--- config.mk ---
export PLATFORM = sky130hd
export DESIGN_NAME = priarb_8ch
export DESIGN_NICKNAME = d
export VERILOG_FILES = /design/src/rtl/priarb_8ch_pkg.sv /design/src/rtl/priarb_8ch_prisel.sv /design/src/rtl/priarb_8ch.sv
export SDC_FILE = /design/constraint.sdc
export NUM_CORES = 1
export LEC_CHECK = 0
export BUFFER_PORTS_ARGS = -buffer_cell sky130_fd_sc_hd__buf_2
export CAP_MARGIN = 40
export CORE_UTILIZATION = 25
export DETAILED_ROUTE_END_ITERATION = 6
export SETUP_SLACK_MARGIN = 0.1
export SYNTH_ARGS = -nofsm -noshare
export SYNTH_HDL_FRONTEND = slang
export SYNTH_SLANG_ARGS = --single-unit
--- constraint.sdc ---
create_clock -name clk -period 4 [get_ports clk]
set_clock_uncertainty 0.2 [all_clocks]
set_input_delay 0.4 -clock clk [delete_from_list [all_inputs] [get_ports clk]]
set_output_delay 0.4 -clock clk [all_outputs]
set_load 0.02 [all_outputs]
--- src/rtl/priarb_8ch_pkg.sv ---
// Shared types and constants for the eight-channel priority arbiter.
// Latency: n/a (declarations only).
// Backpressure: n/a.
package priarb_8ch_pkg;

  localparam int NUM_REQ = 8;
  localparam int IDX_W   = 3;

  typedef enum logic {
    IDLE  = 1'b0,
    GRANT = 1'b1
  } state_t;

  // Binary index to one-hot grant vector.
  function automatic logic [NUM_REQ-1:0] idx2oh(input logic [IDX_W-1:0] i);
    return {{(NUM_REQ-1){1'b0}}, 1'b1} << i;
  endfunction

endpackage

--- src/rtl/priarb_8ch_prisel.sv ---
// Masked priority selector: fixed (highest index wins) or rotating search below start.
// Latency: purely combinational.
// Backpressure: none; found is low when the vector is empty.
module prisel_8
  import priarb_8ch_pkg::*;
(
  input  logic [NUM_REQ-1:0] vec,
  input  logic [IDX_W-1:0]   start,
  input  logic               rr_mode,
  output logic [IDX_W-1:0]   idx,
  output logic               found
);

  logic [IDX_W-1:0] base;
  logic [IDX_W-1:0] cand;

  // Search base-1, base-2, ... wrapping, base last. Fixed mode is the same
  // search from base 0, which visits 7 first and reduces to highest-index-wins.
  // The loop runs from the farthest position inward so the nearest hit wins.
  always_comb begin
    idx   = '0;
    found = 1'b0;
    cand  = '0;
    base  = rr_mode ? start : '0;
    for (int k = NUM_REQ; k >= 1; k--) begin
      cand = base - IDX_W'(k);
      if (vec[cand]) begin
        idx   = cand;
        found = 1'b1;
      end
    end
  end

endmodule

--- src/rtl/priarb_8ch.sv ---
// Eight-channel arbiter: registered one-hot grant held until release or hold limit.
// Latency: request or release in cycle N changes the grant in cycle N+1.
// Backpressure: a holder keeps the grant at most MAX_HOLD cycles while others wait.
module priarb_8ch
  import priarb_8ch_pkg::*;
#(
  parameter int MAX_HOLD = 16
) (
  input  logic               clk,
  input  logic               rst_n,
  input  logic               enable,
  input  logic               rr_mode,
  input  logic [NUM_REQ-1:0] req,
  output logic [NUM_REQ-1:0] gnt,
  output logic [IDX_W-1:0]   gnt_idx,
  output logic               gnt_valid
);

  state_t             state, state_nxt;
  logic [7:0]         hold_cnt, hold_nxt;
  logic [IDX_W-1:0]   last_idx, last_nxt;
  logic [IDX_W-1:0]   idx_nxt;
  logic [NUM_REQ-1:0] cand;
  logic [IDX_W-1:0]   win_idx;
  logic               win_found;
  logic               holder_req;
  logic               timeout;

  // While granted, gnt is the holder's one-hot, so masking with it removes the
  // holder from the candidate set for both release and timeout arbitration.
  assign cand       = (state == GRANT) ? (req & ~gnt) : req;
  assign holder_req = req[gnt_idx];
  assign timeout    = (hold_cnt == 8'(MAX_HOLD - 1));
  assign gnt_valid  = (state == GRANT);

  prisel_8 u_sel (
    .vec     (cand),
    .start   (last_idx),
    .rr_mode (rr_mode),
    .idx     (win_idx),
    .found   (win_found)
  );

  // Next-state, next grant index, hold counter and rotation pointer.
  always_comb begin
    state_nxt = state;
    idx_nxt   = gnt_idx;
    hold_nxt  = hold_cnt;
    last_nxt  = last_idx;
    case (state)
      IDLE: begin
        if (enable && win_found) begin
          state_nxt = GRANT;
          idx_nxt   = win_idx;
          last_nxt  = win_idx;
          hold_nxt  = '0;
        end
      end
      GRANT: begin
        if (!enable) begin
          state_nxt = IDLE;
          idx_nxt   = '0;
          hold_nxt  = '0;
        end else if (!holder_req) begin
          hold_nxt = '0;
          if (win_found) begin
            idx_nxt  = win_idx;
            last_nxt = win_idx;
          end else begin
            state_nxt = IDLE;
            idx_nxt   = '0;
          end
        end else if (timeout) begin
          // No other requester: the holder is simply regranted for a fresh period.
          hold_nxt = '0;
          if (win_found) begin
            idx_nxt  = win_idx;
            last_nxt = win_idx;
          end
        end else begin
          hold_nxt = hold_cnt + 8'd1;
        end
      end
      default: begin
        state_nxt = IDLE;
        idx_nxt   = '0;
        hold_nxt  = '0;
      end
    endcase
  end

  // State and output registers; synchronous reset overrides everything.
  always_ff @(posedge clk) begin
    if (!rst_n) begin
      state    <= IDLE;
      gnt      <= '0;
      gnt_idx  <= '0;
      hold_cnt <= '0;
      last_idx <= '0;
    end else begin
      state    <= state_nxt;
      gnt      <= (state_nxt == GRANT) ? idx2oh(idx_nxt) : '0;
      gnt_idx  <= idx_nxt;
      hold_cnt <= hold_nxt;
      last_idx <= last_nxt;
    end
  end

endmodule

---- Word-level counts from Yosys, hierarchy flattened ----
Cells that the tools add are included.
word-level totals
  bits in registers ....................... 23
  bits in latches ......................... 0
  bits in writable memories ............... 0
  bits in read-only memories .............. 0
  bits of input ports ..................... 12
  output and inout port bits .............. 12
  logic and storage cells ................. 92
  memories ................................ 0
cells by class
  $add $sub $neg .......................... 8
  multiply operators ...................... 0
  div/mod/pow operators ................... 0
  magnitude comparators ................... 9
  equality and inequality tests ........... 4
  shifts and indexed selects .............. 1
  mux-type cells .......................... 59
  bitwise operators ....................... 3
  reductions and logical operators ........ 3
operator list
  kind                   count
  $mux W3                20
  $mux W8                5
  $lt A3 B4 Y1 const B   9
  $bmux W1 S3            9
  $mux W1                21
  $pmux W8 S2            1
  $pmux W3 S2            2
  $sub A3 B3 Y3 const B  4
  $add A8 B1 Y8 const B  1
  $and A8 B8 Y8          1
  $eq A8 B4 Y1 const B   1
  $not A8 Y8             1
  $shl A1 B3 Y8 const A  1
  $sub A3 B2 Y3 const B  2
  $ne A2 B2 Y1 const B   2
  $ne A3 B2 Y1 const B   1
  $reduce_and A3 Y1      1
  $sub A3 B1 Y3 const B  1
  $pmux W1 S2            1
  $reduce_and A2 Y1      1
  $logic_and A1 B1 Y1    1
  $not A1 Y1             1

---- Longest topological paths before layout ----
  depth after elaboration ................. 19
  gate-level depth with buffers ........... 13

---- By module ----
Synthesis repeated with hierarchy kept, for this count alone.
second synthesis, totals
  cell total of the unflattened synthesis .. 240
  area, all modules ....................... 2180.8 um^2
modules (own cells, without submodules)
  module      instances  cells each  area an instance (um^2)  seq. area each (um^2)
  priarb_8ch  1          130         1142.3                   460.4
  prisel_8    1          110         1038.5                   0.0

---- Worst setup path after synthesis ----
No wires, ideal clock.
  kind .................................... in2reg
  start ................................... in rr_mode
  end ..................................... reg gnt[0]
  arrival ................................. 2.884 ns
  required time ........................... 3.722 ns
  path slack .............................. 0.838 ns
  cell stages on the path ................. 13
  path buffers ............................ 2
  cells stage by stage .................... buf_6 nand2_1 ha_1 buf_2 and3_1 a22oi_1 nand2_1 nor4_2 a21boi_2 and2_4 a32oi_2 nand2_2 nor3_1
between the ends
  cells in the longest elaborated chain, start to end .. 17
ends and longest elaborated chain
  element                                                          RTL line                                          text
  start, declared                                                  priarb_8ch.sv:12                                  input logic rr_mode,
  $mux W3 *                                                        priarb_8ch_prisel.sv:24                           base = rr_mode ? start : '0;
  $sub A3 B3 Y3 / $bmux W1 S3 (equally long branches)              priarb_8ch_prisel.sv:26, priarb_8ch_prisel.sv:27
  $bmux W1 S3 / $mux W1 (equally long branches)                    priarb_8ch_prisel.sv:27                           if (vec[cand]) begin
  $mux W1 (implied by the code) / $mux W3 (equally long branches)  priarb_8ch_prisel.sv:27
  $mux W3 / $mux W1 (equally long branches) (7 in series)          priarb_8ch_prisel.sv:27
  $mux W3                                                          priarb_8ch.sv:76                                  if (win_found) begin
  $mux W3                                                          priarb_8ch.sv:73                                  end else if (timeout) begin
  $mux W3                                                          priarb_8ch.sv:64                                  end else if (!holder_req) begin
  $mux W3                                                          priarb_8ch.sv:60                                  if (!enable) begin
  $pmux W3 S2                                                      priarb_8ch.sv:50                                  case (state)
  $shl A1 B3 Y8                                                    priarb_8ch_pkg.sv:16                              return {{(NUM_REQ-1){1'b0}}, 1'b1} << i;
  end signal, assigned                                             priarb_8ch.sv:102                                 gnt <= (state_nxt == GRANT) ? idx2oh(idx_nxt) : '0;
  end, declared                                                    priarb_8ch.sv:14                                  output logic [NUM_REQ-1:0] gnt,
Every way passes the cells marked *; elsewhere a longest branch is shown, timed or not. The select of a mux whose other input is x is not followed.
A chain may end at the register's enable or synchronous reset.

---- Final worst setup path ----
  start ................................... reg last_idx[0]
  end ..................................... reg gnt[1]
between the ends
  cells in the longest elaborated chain, start to end .. 17
ends and longest elaborated chain
  element                                                          RTL line                                          text
  start, declared                                                  priarb_8ch.sv:21                                  logic [IDX_W-1:0] last_idx, last_nxt;
  start signal, assigned                                           priarb_8ch.sv:105                                 last_idx <= last_nxt;
  $mux W3 *                                                        priarb_8ch_prisel.sv:24
  $sub A3 B3 Y3 / $bmux W1 S3 (equally long branches)              priarb_8ch_prisel.sv:26, priarb_8ch_prisel.sv:27
  $bmux W1 S3 / $mux W1 (equally long branches)                    priarb_8ch_prisel.sv:27
  $mux W1 (implied by the code) / $mux W3 (equally long branches)  priarb_8ch_prisel.sv:27
  $mux W3 / $mux W1 (equally long branches) (7 in series)          priarb_8ch_prisel.sv:27
  $mux W3                                                          priarb_8ch.sv:76
  $mux W3                                                          priarb_8ch.sv:73
  $mux W3                                                          priarb_8ch.sv:64
  $mux W3                                                          priarb_8ch.sv:60
  $pmux W3 S2                                                      priarb_8ch.sv:50
  $shl A1 B3 Y8                                                    priarb_8ch_pkg.sv:16
Marks and branches as above.

==> flow_summary.ini <==
[sta]
relSlewSlack_pct = 52.40
period_minus_slack_ns = 3.641
setup_viol = 0
fin_ws_ns = 0.3588
finalCritPeriodShare_pct = 91.03
tightest_slew_ns = 0.7076
hold_viol = 0
grt_setup_unrepaired = no
max_freq_ghz = 0.2746
fin_tns_setup_ns = 0
drv_slew = 0

[global_routing]
first_global_vias = 1769
grt_usage_pct = 13.81
grt_start_max_net_pins = 18
grt_pass1_wl_um = 8611
antenna_found_initial = 0
overflow = 0

[synth]
yosysSeqAreaShare_pct = 24.04
postSynth.asyncResetShare_pct = 0
syn_nets = 255
synth.avg_cell_area_um2 = 7.982
synthesis.area_mm2 = 0.001916
postSynthCellCount = 240
yosysTopAreaCell = dfxtp_1
synth_ff_type = dfxtp_1
yosysUniqueCellTypes = 63
synthDominantCellAreaShare_pct = 24.04
synth-edff-count = 0
synth_warnings = 0
synthTopCellsByArea = dfxtp_1 24%, a22oi_1 6.3%, nand2_1 4.7%
synth-seq-cells = 23

[routing]
num_vias = 1985
totalWireLength_um = 5297
drc = 0
routedWlPerCell_um = 14.63
drt_iter0_markers = 185
ant_nets = 0
first_pass_iters = 5
viasPerCell = 5.483

[placed_design]
place_congestion = 0.8796
port_buffers = 23
post-dp-hpwl_um = 4158
place_ws_ns = 0.3224

[critical_path]
crit_type = reg2reg
cp.required_ns = 3.98
worst_ep_arrival_time_ns = 3.62
endpoint_kind = register
startpoint_type = register
cp_max_fo = 10

[power]
power_leakage_uw = 0.0008783
vdd.ir_drop.worst_v = 0.0003157
power_density_mw_per_mm2 = 530.2
finalPower_uw = 1169

[layout]
n_fill_cell = 780
antennaDiodeCount = 0
regArea_um2 = 460.4
layout-drive-gt1-share_pct = 20.15
final_util_pct = 30.07
synthToLayoutAreaGrowth_pct = 15.09
nets = 279
final_cell_mix = 23 x nand2_1, 23 x dfxtp_1, 23 x buf_2
multi_input_area_mm2 = 0.001406

[cts]
cts_sinks = 23
clkTransAtPathRegs_ns = 0.08
clockRootBuffer = clkbuf_8
clk_latency_ns = 0.27
numCtsBuffers = 3
clock_path_buffers = 2
cts_tree = built
cts_htree_levels = 1

[floorplanning]
rows = 31
ios = 24
coreArea_mm2 = 0.007331
fp.dieArea_mm2 = 0.008017
initial_core_util_pct = 26.13
die_x_um = 89.54
die_h_um = 89.54

[run_status]
status = finished clean

[worst_hold_path]
hold_path.class = in2reg

[job]
drv_cap = 0
-- state kept, by name, indices dropped and copies added, names as in the netlist --
signal	cells
gnt_idx	3
gnt	8
gnt_valid	1
hold_cnt	8
last_idx	3
-- power breakdown --
part	total, µW	internal, µW	switching [µW]
Clock	146	69.7	76.0
Combinational	722	281	441
Sequential	301	259	42.1
-- synth_stat cells (3+ instances only) --
cell and instances:
nand3_1 10, o21ai_0 15, nor3_1 3, nor2b_1 4
dfxtp_1 23, a21boi_1 6, and3_1 9, a22oi_1 16
nand2_1 24, and3b_1 3, a21boi_0 11, nor2_1 15
clkbuf_1 3, o21ai_1 3, and2_1 7, nand4_1 3
a21oi_1 15, a22o_1 3, inv_1 6, ha_1 3
-- per-layer routing --
metal / up-vias / global-route usage (%) / part of all wire, %
met5: - / 0 / 0
met4: 0 / 6.205 / 2.6
met1: 931 / 19.19 / 47
met3: 17 / 1.293 / 4.5
li1: 969 / - / -
met2: 68 / 21.58 / 46
-- cell families (layout without fill, tap and decap cells) --
group | after synthesis | count (layout) | share of synthesized area, %
XOR/XNOR | 4 | 4 | 2.809
multiplexers | 3 | 3 | 2.939
adder cells (fa/ha/maj) | 3 | 3 | 1.960
flip-flops | 23 | 23 | 24.04
AND/OR/NAND/NOR | 99 | 99 | 29.26
buffers and inverters | 14 | 37 | 3.854
AO/OA/AOI/OAI | 94 | 94 | 35.14
-- layout make-up --
cell class / instances / area share (%)
inverters: 6 / 1.022
well taps: 99 / 5.619
repair buffers: 27 / 6.583
multi-input cells: 203 / 63.79
clock buffers: 3 / 1.873
flip-flops and latches: 23 / 20.89
clock inverters: 1 / 0.2270
-- timing repair --
item                                    in CTS  in global routing
setup buffers                                0                  1
resized for setup                            0                  5
endpoints found under the setup margin       0                 10
hold buffers                                 0                  0
-- final timing paths --
check / startpoint / endpoint / slack, ns / depth (start not counted)
setup / recovery: last_idx[0]$_SDFFE_PN0P_ / gnt[1]$_SDFF_PP0_ / 0.36 / 12
hold / removal: rst_n / hold_cnt[7]$_SDFFE_PN0P_ / 0.29 / 2
setup reg to reg: last_idx[0]$_SDFFE_PN0P_ / gnt[1]$_SDFF_PP0_ / 0.36 / 12
hold reg to reg: gnt_idx[2]$_SDFF_PN0_ / gnt_idx[2]$_SDFF_PN0_ / 0.30 / 2
-- critical path, cell delays in order (launching register included) --
cell,delay [ns]
dfxtp_1,0.49
nand2_1,0.19
ha_2,0.45
and3b_1,0.24
a22oi_1,0.28
and2_1,0.29
nor2_1,0.09
a2111oi_2,0.40
a221oi_2,0.10
buf_4,0.17
o2111ai_1,0.23
nand2_1,0.16
nor3_1,0.26
-- stage by stage --
step                      instances  hold WS (ns)  area [µm²]
final                           362        0.2944        2205
after global routing            362        0.3098        2205
after CTS                       361        0.2958        2172
after detailed placement        357        0.2840        2126
after global placement          357        0.2816        2126
after floorplan                 240        0.2675        1916
(Power assumes the default switching activity.)
